### src/rtl/tlm_fifo_pkg.sv
// Shared constants and helpers for the transaction FIFO.
package tlm_fifo_pkg;

    localparam int DATA_W_DEF = 65;
    localparam int DEPTH_DEF  = 16;

    function automatic int ptr_w(input int depth);
        return (depth > 1) ? $clog2(depth) : 1;
    endfunction

endpackage

### src/rtl/tlm_fifo_mem.sv
// FIFO storage: one synchronous write port, one asynchronous read port.
module tlm_fifo_mem
    import tlm_fifo_pkg::*;
#(
    parameter int DATA_W = DATA_W_DEF,
    parameter int DEPTH  = DEPTH_DEF,
    parameter int AW     = ptr_w(DEPTH)
) (
    input  logic              clk,
    input  logic              wr_en,
    input  logic [AW-1:0]     wr_addr,
    input  logic [DATA_W-1:0] wr_data,
    input  logic [AW-1:0]     rd_addr,
    output logic [DATA_W-1:0] rd_data
);

    logic [DATA_W-1:0] mem [DEPTH];

    // Contents are deliberately left unreset; pointers alone define validity.
    always_ff @(posedge clk) begin
        if (wr_en) begin
            mem[wr_addr] <= wr_data;
        end
    end

    assign rd_data = mem[rd_addr];

endmodule

### src/rtl/tlm_fifo.sv
// First-word-fall-through valid/ready FIFO with occupancy count.
module tlm_fifo
    import tlm_fifo_pkg::*;
#(
    parameter int DATA_W = DATA_W_DEF,
    parameter int DEPTH  = DEPTH_DEF
) (
    input  logic                   clk,
    input  logic                   reset,
    input  logic                   put_valid,
    output logic                   put_ready,
    input  logic [DATA_W-1:0]      put_data,
    output logic                   get_valid,
    input  logic                   get_ready,
    output logic [DATA_W-1:0]      get_data,
    output logic [ptr_w(DEPTH):0]  count,
    output logic                   full,
    output logic                   empty
);

    localparam int AW = ptr_w(DEPTH);
    localparam int CW = AW + 1;
    localparam logic [CW-1:0] FULL_CNT = CW'(DEPTH);

    logic [AW-1:0] wr_ptr;
    logic [AW-1:0] rd_ptr;
    logic          put_fire;
    logic          get_fire;

    // Flags come from the registered count only, so no ready/valid loops.
    assign full      = (count == FULL_CNT);
    assign empty     = (count == '0);
    assign put_ready = !full;
    assign get_valid = !empty;
    assign put_fire  = put_valid && put_ready;
    assign get_fire  = get_valid && get_ready;

    always_ff @(posedge clk or negedge reset) begin
        if (!reset) begin
            wr_ptr <= '0;
            rd_ptr <= '0;
            count  <= '0;
        end else begin
            if (put_fire) begin
                wr_ptr <= wr_ptr + AW'(1);
            end
            if (get_fire) begin
                rd_ptr <= rd_ptr + AW'(1);
            end
            unique case ({put_fire, get_fire})
                2'b10:   count <= count + CW'(1);
                2'b01:   count <= count - CW'(1);
                default: count <= count;
            endcase
        end
    end

    tlm_fifo_mem #(
        .DATA_W (DATA_W),
        .DEPTH  (DEPTH),
        .AW     (AW)
    ) u_mem (
        .clk     (clk),
        .wr_en   (put_fire),
        .wr_addr (wr_ptr),
        .wr_data (put_data),
        .rd_addr (rd_ptr),
        .rd_data (get_data)
    );

endmodule

### config.mk
export PLATFORM = sky130hd
export DESIGN_NAME = tlm_fifo
export DESIGN_NICKNAME = d
export VERILOG_FILES = /design/src/rtl/tlm_fifo_pkg.sv /design/src/rtl/tlm_fifo_mem.sv /design/src/rtl/tlm_fifo.sv
export SDC_FILE = /design/constraint.sdc
export NUM_CORES = 1
export LEC_CHECK = 0
export BUFFER_PORTS_ARGS = -buffer_cell sky130_fd_sc_hd__buf_2
export CAP_MARGIN = 15
export CELL_PAD_IN_SITES_DETAIL_PLACEMENT = 1
export CELL_PAD_IN_SITES_GLOBAL_PLACEMENT = 1
export CORE_ASPECT_RATIO = 0.8
export CORE_UTILIZATION = 58
export CTS_CLUSTER_SIZE = 8
export DETAILED_ROUTE_END_ITERATION = 12
export PLACE_DENSITY_LB_ADDON = 0.1
export SLEW_MARGIN = 10
export SYNTH_ARGS = -nofsm -noshare
export SYNTH_HDL_FRONTEND = slang
export SYNTH_SLANG_ARGS = --single-unit
### constraint.sdc
create_clock -name clk -period 11.6 [get_ports clk]
set_input_delay 0.58 -clock clk [delete_from_list [all_inputs] [get_ports clk]]
set_output_delay 0.58 -clock clk [all_outputs]
set_load 0.02 [all_outputs]
==> run_results.csv, run 1 <==
group,metric,value,unit
outcome,status,"finished clean",
sta,drv_slew,0,
logic_synthesis,yosys_register_bits,1053,
place,gp_congestion,0.744,
finish,register_area,31600,sq um
finish,fillers,5578,
drt,post_drt_wl_per_cell,32.6,microns
grt,antenna_found_initial,9,
grt,grt_usage,29.8,%
critical_path,crit_chain,"buf_12, buf_4, mux2_2, o21ai_0, a21oi_1, o21ai_0, nand2_1, buf_2",
clock_network,tritoncts,"done",
sta,relSlewSlack,23.5,%
sta,grt_setup_unrepaired,"false",
clock_network,clk_path_buf_depth,3,
drt,vias_per_cell,6.63,
place,hpwl,51000,microns
grt,grt_max_degree,123,
critical_path,crit_top_cell,"o21ai_0",
finish,area_growth,13.8,%
logic_synthesis,synth_edf_count,1040,
grt,grt_pass1_vias,22900,
clock_network,htree_levels,4,
floorplanning,dieWidth,299,microns
logic_synthesis,synthTopCellsByArea,"edfxtp_1, mux4_2, mux2i_1",
floorplanning,io_pins,143,
critical_path,critical_path_arrival,5.06,ns
clock_network,cts_setup_buffers,0,
sta,period_share,48.6,%
logic_synthesis,synth.most_common_cell,"edfxtp_1",
critical_path,path_class,"reg -> out",
floorplanning,die_h,240,microns
logic_synthesis,ys_seq_area_share,77.1,%
sta,skew,0.0188,ns
floorplanning,dieArea,71600,sq um
logic_synthesis,synthCells,2025,
sta,fin_crit,5.64,ns
logic_synthesis,synth_fp_nets,2104,
logic_synthesis,yosysWarnings,0,
drt,drt_iter0_drc,2017,
logic_synthesis,yosys.area.top_type,"edfxtp_1",
clock_network,clock-root-buffer,"clkbuf_16",
clock_network,cts.sink_count,1053,
logic_synthesis,syn_area,40900,sq um
min_path,hp-class,"in -> reg",
logic_synthesis,yosysTopAreaCellShare,76.3,%
critical_path,cp-end-kind,"output pin",
sta,worst_slew_pin_slew,1.14,ns
floorplanning,initial_core_util,59.0,%
finish,multi_input_area,8700,sq um
sta,setup_violations,0,
critical_path,critical-path-max-stage-delay,1.06,ns
logic_synthesis,async_flop_share,1.23,%
critical_path,path_buf_inv,3,
floorplanning,core-area,69300,sq um
clock_network,cts-resized-gates,0,
logic_synthesis,ys_types,32,
place,port_buffers,142,
grt,grt_pass1_wl,152000,microns
sta,clock.fmax,177,MHz
logic_synthesis,ys.flop_type,"edfxtp_1",
floorplanning,row_count,86,
drt,via_count,21300,
clock_network,clk_latency,0.73,ns
drt,routed_wl,105000,microns
critical_path,crit_family,"buffers and inverters",
sta,timing.hold.ws,0.229,ns
critical_path,crit_required,11.02,ns
power_and_ir_drop,cellLeakagePower,15.6,nW
grt,grt_overflow_total,0,
logic_synthesis,postSynthAreaPerCell,20.2,sq um
finish,drive_gt1_share,26.7,%
critical_path,critPathSlowestCell,"dfrtp_4",
clock_network,clkTransAtPathRegs,0.05,ns
power_and_ir_drop,ir_drop,0.172,mV
critical_path,cp-start-kind,"flip-flop",
drt,firstDrtPassIters,5,
drt,drc,0,
power_and_ir_drop,powerDensity,267,nW/um^2
logic_synthesis,yosys-top-cells-count,"edfxtp_1, mux2i_1, o21ai_0, mux4_2, nand2_1",
run,drv_cap,0,
critical_path,path_max_fanout,122,
drt,antenna_left,0,
sta,tns,0,ns
finish,final_nets,2333,
sta,finalHoldViolations,0,
clock_network,numCtsBuffers,149,
==> registers in the layout, summed over array words and instances (netlist names) <==
| register | flops |
|---|---|
| u_mem.mem | 1040 |
| count | 5 |
| rd_ptr | 4 |
| wr_ptr | 4 |
==> cells by family (layout without fill, tap and decap cells) <==
| group | Yosys count | after routing | synth area share, % |
|---|---|---|---|
| other | 0 | 4 | 0 |
| multiplexers | 392 | 392 | 13.8 |
| AO/OA/AOI/OAI | 332 | 332 | 5.57 |
| adder cells (fa/ha/maj) | 10 | 10 | 0.324 |
| flip-flops | 1053 | 1053 | 77.1 |
| XOR/XNOR | 10 | 10 | 0.214 |
| AND/OR/NAND/NOR | 105 | 105 | 1.08 |
| buffers and inverters | 123 | 377 | 1.91 |
==> metrics by stage <==
stage	instance area (sq um)	power (mW)	utilization [%]	setup slack [ns]	std cells
floorplan	40900	7.47	-	5.35	2025
global placement	42500	8.51	61.4	6.84	3024
detailed placement	42500	8.64	61.4	6.76	3025
CTS	46500	12.5	67.2	5.95	3202
global route	46600	12.9	67.2	5.67	3203
finish	46600	12.4	67.2	5.96	3207
==> final cells by class <==
type / count / share of cell area, %
multi-input combinational: 849 / 18.7
clock buffer: 165 / 8.32
sequential: 1053 / 67.8
clock inverter: 11 / 0.255
inverter: 9 / 0.0725
tap: 924 / 2.48
antenna: 4 / 0.0215
timing repair buffer: 192 / 2.38
==> timing repair <==
action | CTS | global route
endpoints found under the hold margin | 13 | 0
hold buffers | 1 | 0
setup endpoints to repair | 0 | 0
==> layer usage <==
layer	track usage [%]	vias up	wire [microns]
met5	0	-	55
met4	11.0	8	2800
met3	5.21	205	7190
met2	47.9	905	51800
met1	41.5	11400	42700
li1	-	8763	-
==> where the power goes <==
group          switching [mW]  total, mW  internal [mW]
registers               0.282       4.88           4.60
clock network            1.49       3.82           2.32
logic                    2.38       3.74           1.37
total                    4.15       12.4           8.29
==> cell usage in the layout, fill, tap and decap left out, types with 2 or more instances in the layout <==
master	n
edfxtp_1	1040
mux2i_1	196
clkbuf_16	153
buf_2	142
o21ai_0	134
mux4_2	130
nand2_1	75
a21oi_1	67
mux2_2	66
a22oi_1	65
buf_4	47
a221oi_2	33
a221oi_1	32
nor2_4	12
clkbuf_1	12
inv_1	9
ha_1	9
dfrtp_1	9
xnor2_1	7
inv_6	7
diode_2	4
nor3_2	4
dfrtp_4	4
nand2b_1	3
xor2_1	3
and2_1	2
nand3_1	2
clkinv_8	2
==> path summary, 6_finish.rpt <==
check                      slack (ns)         start          endpoint  cells past startpoint
min reg2reg                      0.51      count[4]          count[4]                      1
min in group asynchronous        0.29         reset         wr_ptr[3]                      2
min                              0.23  put_data[27]  u_mem.mem[1][27]                      1
max reg2reg                      7.64      count[0]  u_mem.mem[0][44]                      7
max in group asynchronous       11.03         reset         rd_ptr[2]                      2
max                              5.96     rd_ptr[0]       get_data[8]                      8
Note: power is estimated with default switching activity, not from simulation.
==> run 2: changes to the inputs <==
--- a/config.mk
+++ b/config.mk
@@ -5,12 +5,13 @@
 export SDC_FILE = /design/constraint.sdc
 export NUM_CORES = 1
 export LEC_CHECK = 0
+export ABC_AREA = 1
 export BUFFER_PORTS_ARGS = -buffer_cell sky130_fd_sc_hd__buf_2
 export CAP_MARGIN = 15
 export CELL_PAD_IN_SITES_DETAIL_PLACEMENT = 1
 export CELL_PAD_IN_SITES_GLOBAL_PLACEMENT = 1
 export CORE_ASPECT_RATIO = 0.8
-export CORE_UTILIZATION = 58
+export CORE_UTILIZATION = 45
 export CTS_CLUSTER_SIZE = 8
 export DETAILED_ROUTE_END_ITERATION = 12
 export PLACE_DENSITY_LB_ADDON = 0.1
==> constraint.sdc (replaced) <==
create_clock -name clk -period 4.9 [get_ports clk]
set_input_delay 0.245 -clock clk [delete_from_list [all_inputs] [get_ports clk]]
set_output_delay 0.245 -clock clk [all_outputs]
set_load 0.02 [all_outputs]
==> run 2 against run 1 <==
- worst setup slack got worse by 5.0 ns
- via count up 39%
- count of clock-buffer cells in the layout rose by 2
- combinational power grew to 2.8 times the previous value
- first-iteration DRC count grew 7.4%
==> run_results.csv, run 2 <==
group,metric,value,unit
outcome,status,"finished clean",
drt,firstDrtPassIters,5,
sta,skew,0.0258,ns
critical_path,crit_chain,"buf_12, buf_4, nand2_1, nand3_1, nand2_1, nor2_1, nand2_1, nand2_1, buf_2",
critical_path,cp-start-kind,"flip-flop",
drt,via_count,29600,
critical_path,r2r_slack,1.74,ns
finish,largest_reg_flops,1040,
finish,final_nets,4461,
critical_path,crit_top_cell,"nand2_1",
finish,drive_gt1_share,8.72,%
sta,setup_violations,0,
grt,antenna_found_initial,10,
logic_synthesis,synthCells,4164,
clock_network,htree_levels,4,
critical_path,crit_family,"buffers and inverters",
logic_synthesis,synth_xor_xnor_area_share,0.159,%
drt,vias_per_cell,5.19,
place,hpwl,61800,microns
power_and_ir_drop,ir_drop,0.545,mV
logic_synthesis,synthAdderAreaFrac,0.301,%
logic_synthesis,synth_fp_nets,4243,
power_and_ir_drop,powerDensity,603,nW/um^2
critical_path,worstReg2RegEnd,"u_mem.mem[11][42]",
grt,grt_overflow_total,0,
min_path,hp-class,"in -> reg",
sta,timing.hold.ws,0.0653,ns
clock_network,numCtsBuffers,149,
logic_synthesis,ys_types,19,
finish,area_growth,15.6,%
finish,largest_register,"u_mem.mem",
finish,layout_common_cells,"nand2_1, edfxtp_1, inv_1",
logic_synthesis,synth_edf_count,1040,
grt,grt_pass1_vias,30800,
clock_network,clock-root-buffer,"clkbuf_16",
floorplanning,io_pins,143,
clock_network,cts_setup_buffers,0,
logic_synthesis,yosysWarnings,0,
critical_path,critical-path-max-stage-delay,0.77,ns
grt,grt_max_degree,160,
critical_path,reg2reg_from,"count[1]",
critical_path,cp-end-kind,"output pin",
logic_synthesis,syn_area,44100,sq um
clock_network,clkTransAtPathRegs,0.05,ns
place,port_buffers,142,
grt,grt_pass1_wl,189000,microns
finish,final_common_cell,"nand2_1",
logic_synthesis,synth_mux_area_share,0,%
sta,fin_crit,3.98,ns
critical_path,path_buf_inv,3,
sta,finalHoldViolations,0,
critical_path,path_max_fanout,152,
finish,fin_util,52.6,%
sta,tns,0,ns
sta,clock.fmax,251,MHz
clock_network,tritoncts,"done",
critical_path,crit_required,4.66,ns
logic_synthesis,synth-simple-area-share,22.2,%
logic_synthesis,async_flop_share,1.23,%
logic_synthesis,synth_top_family_by_area,"simple AND/OR/NAND/NOR gates",
critical_path,worstRegToRegCells,7,
logic_synthesis,yosys.area.top_type,"edfxtp_1",
run,drv_cap,0,
floorplanning,dieWidth,352,microns
logic_synthesis,synth.most_common_cell,"nand2_1",
min_path,worstHoldStart,"put_valid",
logic_synthesis,yosys_register_bits,1053,
critical_path,critical_path_arrival,3.74,ns
logic_synthesis,ys.flop_type,"edfxtp_1",
sta,period_share,81.2,%
place,gp_congestion,0.716,
logic_synthesis,ys_seq_area_share,71.6,%
critical_path,path_class,"reg -> out",
min_path,hold-path-cell-count,4,
drt,post_drt_wl_per_cell,22.1,microns
logic_synthesis,synth_compound_area_share,0.0568,%
sta,worst_slew_pin_slew,1.08,ns
logic_synthesis,yosysTopAreaCellShare,70.9,%
logic_synthesis,yosys-top-cells-count,"nand2_1, edfxtp_1, inv_1, nor2_1, nand3_1",
min_path,hold_end,"wr_ptr[3]",
floorplanning,dieArea,99200,sq um
sta,relSlewSlack,27.8,%
sta,grt_setup_unrepaired,"false",
clock_network,clk_path_buf_depth,3,
floorplanning,row_count,102,
power_and_ir_drop,cellLeakagePower,20.8,nW
drt,drc,0,
drt,routed_wl,126000,microns
drt,drt_iter0_drc,2166,
logic_synthesis,postSynthAreaPerCell,10.6,sq um
floorplanning,core-area,96900,sq um
logic_synthesis,synthTopCellsByArea,"edfxtp_1, nand2_1, nand3_1",
drt,antenna_left,0,
critical_path,critPathSlowestCell,"dfrtp_4",
floorplanning,initial_core_util,45.5,%
sta,drv_slew,0,
clock_network,cts.sink_count,1053,
grt,grt_usage,25.9,%
floorplanning,die_h,282,microns
clock_network,clk_latency,0.72,ns
finish,biggestRegsByFlops,"u_mem.mem: 1040 flops, count: 5 flops",
==> run 2: changes by cell type after synthesis, moves of 33 or more <==
cell and delta:
a21oi_1 -67, a221oi_2 -33, a22oi_1 -65, buf_2 +95, inv_1 +401, mux2_2 -66
mux2i_1 -196, mux4_2 -130, nand2_1 +1590, nand3_1 +393, nor2_1 +397, o21ai_0 -129
==> run 2: where the power goes <==
part           switching [mW]  internal [mW]  total (mW)
sequential              0.422           10.8        11.2
combinational            7.70           2.72        10.4
clock                    3.55           5.53        9.08
==> run 2: cell families (layout without fill, tap and decap cells) <==
family                   after synthesis  count (layout)
AO/OA/AOI/OAI                          5               5
XOR/XNOR                               8               8
adder cells (fa/ha/maj)               10              10
buffers and inverters                614             852
flip-flops                          1053            1053
other                                  0               4
AND/OR/NAND/NOR                     2474            2474
==> run 2: metal layers <==
metal / part of all wire (%) / vias up / GRT usage, %
li1: - / 13900 / -
met1: 45 / 14900 / 35.5
met2: 48 / 634 / 42.9
met3: 4.4 / 201 / 3.69
met4: 2.2 / 12 / 7.44
met5: 0.063 / - / 0
==> run 2: worst max-delay path by stage <==
stage                   start         endpoint  slack (ns)  depth (start not counted)
floorplan            count[0]  u_mem.mem[0][0]        0.34                          6
global placement    rd_ptr[0]     get_data[21]        1.68                          9
detailed placement  rd_ptr[0]     get_data[21]        1.68                          9
CTS                 rd_ptr[0]     get_data[21]        0.89                          9
global route        rd_ptr[0]     get_data[21]        0.65                          9
finish              rd_ptr[0]     get_data[21]        0.92                          9
==> run 2: worst reg2reg max path, cell delays in order (launching register included) <==
cell	delay (ns)
dfrtp_1	0.44
nor2_1	0.09
nand4_1	0.11
nand2_1	0.26
inv_1	0.28
nand2_1	0.30
nor2_4	0.83
buf_4	0.50
==> run 2: stage by stage <==
step	area, sq um	power [mW]	std cells	worst slack (ns)
floorplan	44100	18.0	4164	0.338
global placement	46300	21.7	5463	1.68
detailed placement	46300	21.8	5463	1.68
CTS	50900	31.1	5702	0.893
global route	50900	32.4	5705	0.652
finish	50900	30.7	5706	0.919
==> run 2: repair_timing <==
| action | CTS | global route |
|---|---|---|
| resized for setup | 0 | 0 |
| hold buffers | 68 | 0 |
| hold endpoints to repair | 1056 | 0 |
==> run 2: layout make-up <==
type                    count  area (sq um)
multi-input cells        2497         10100
repair buffers            268          2040
diodes                      4          10.0
inverters                 413          1580
well taps                1300          1630
clock inverters             4          30.0
fillers                 10400         45900
flip-flops and latches   1053         31600
clock buffers             167          3920
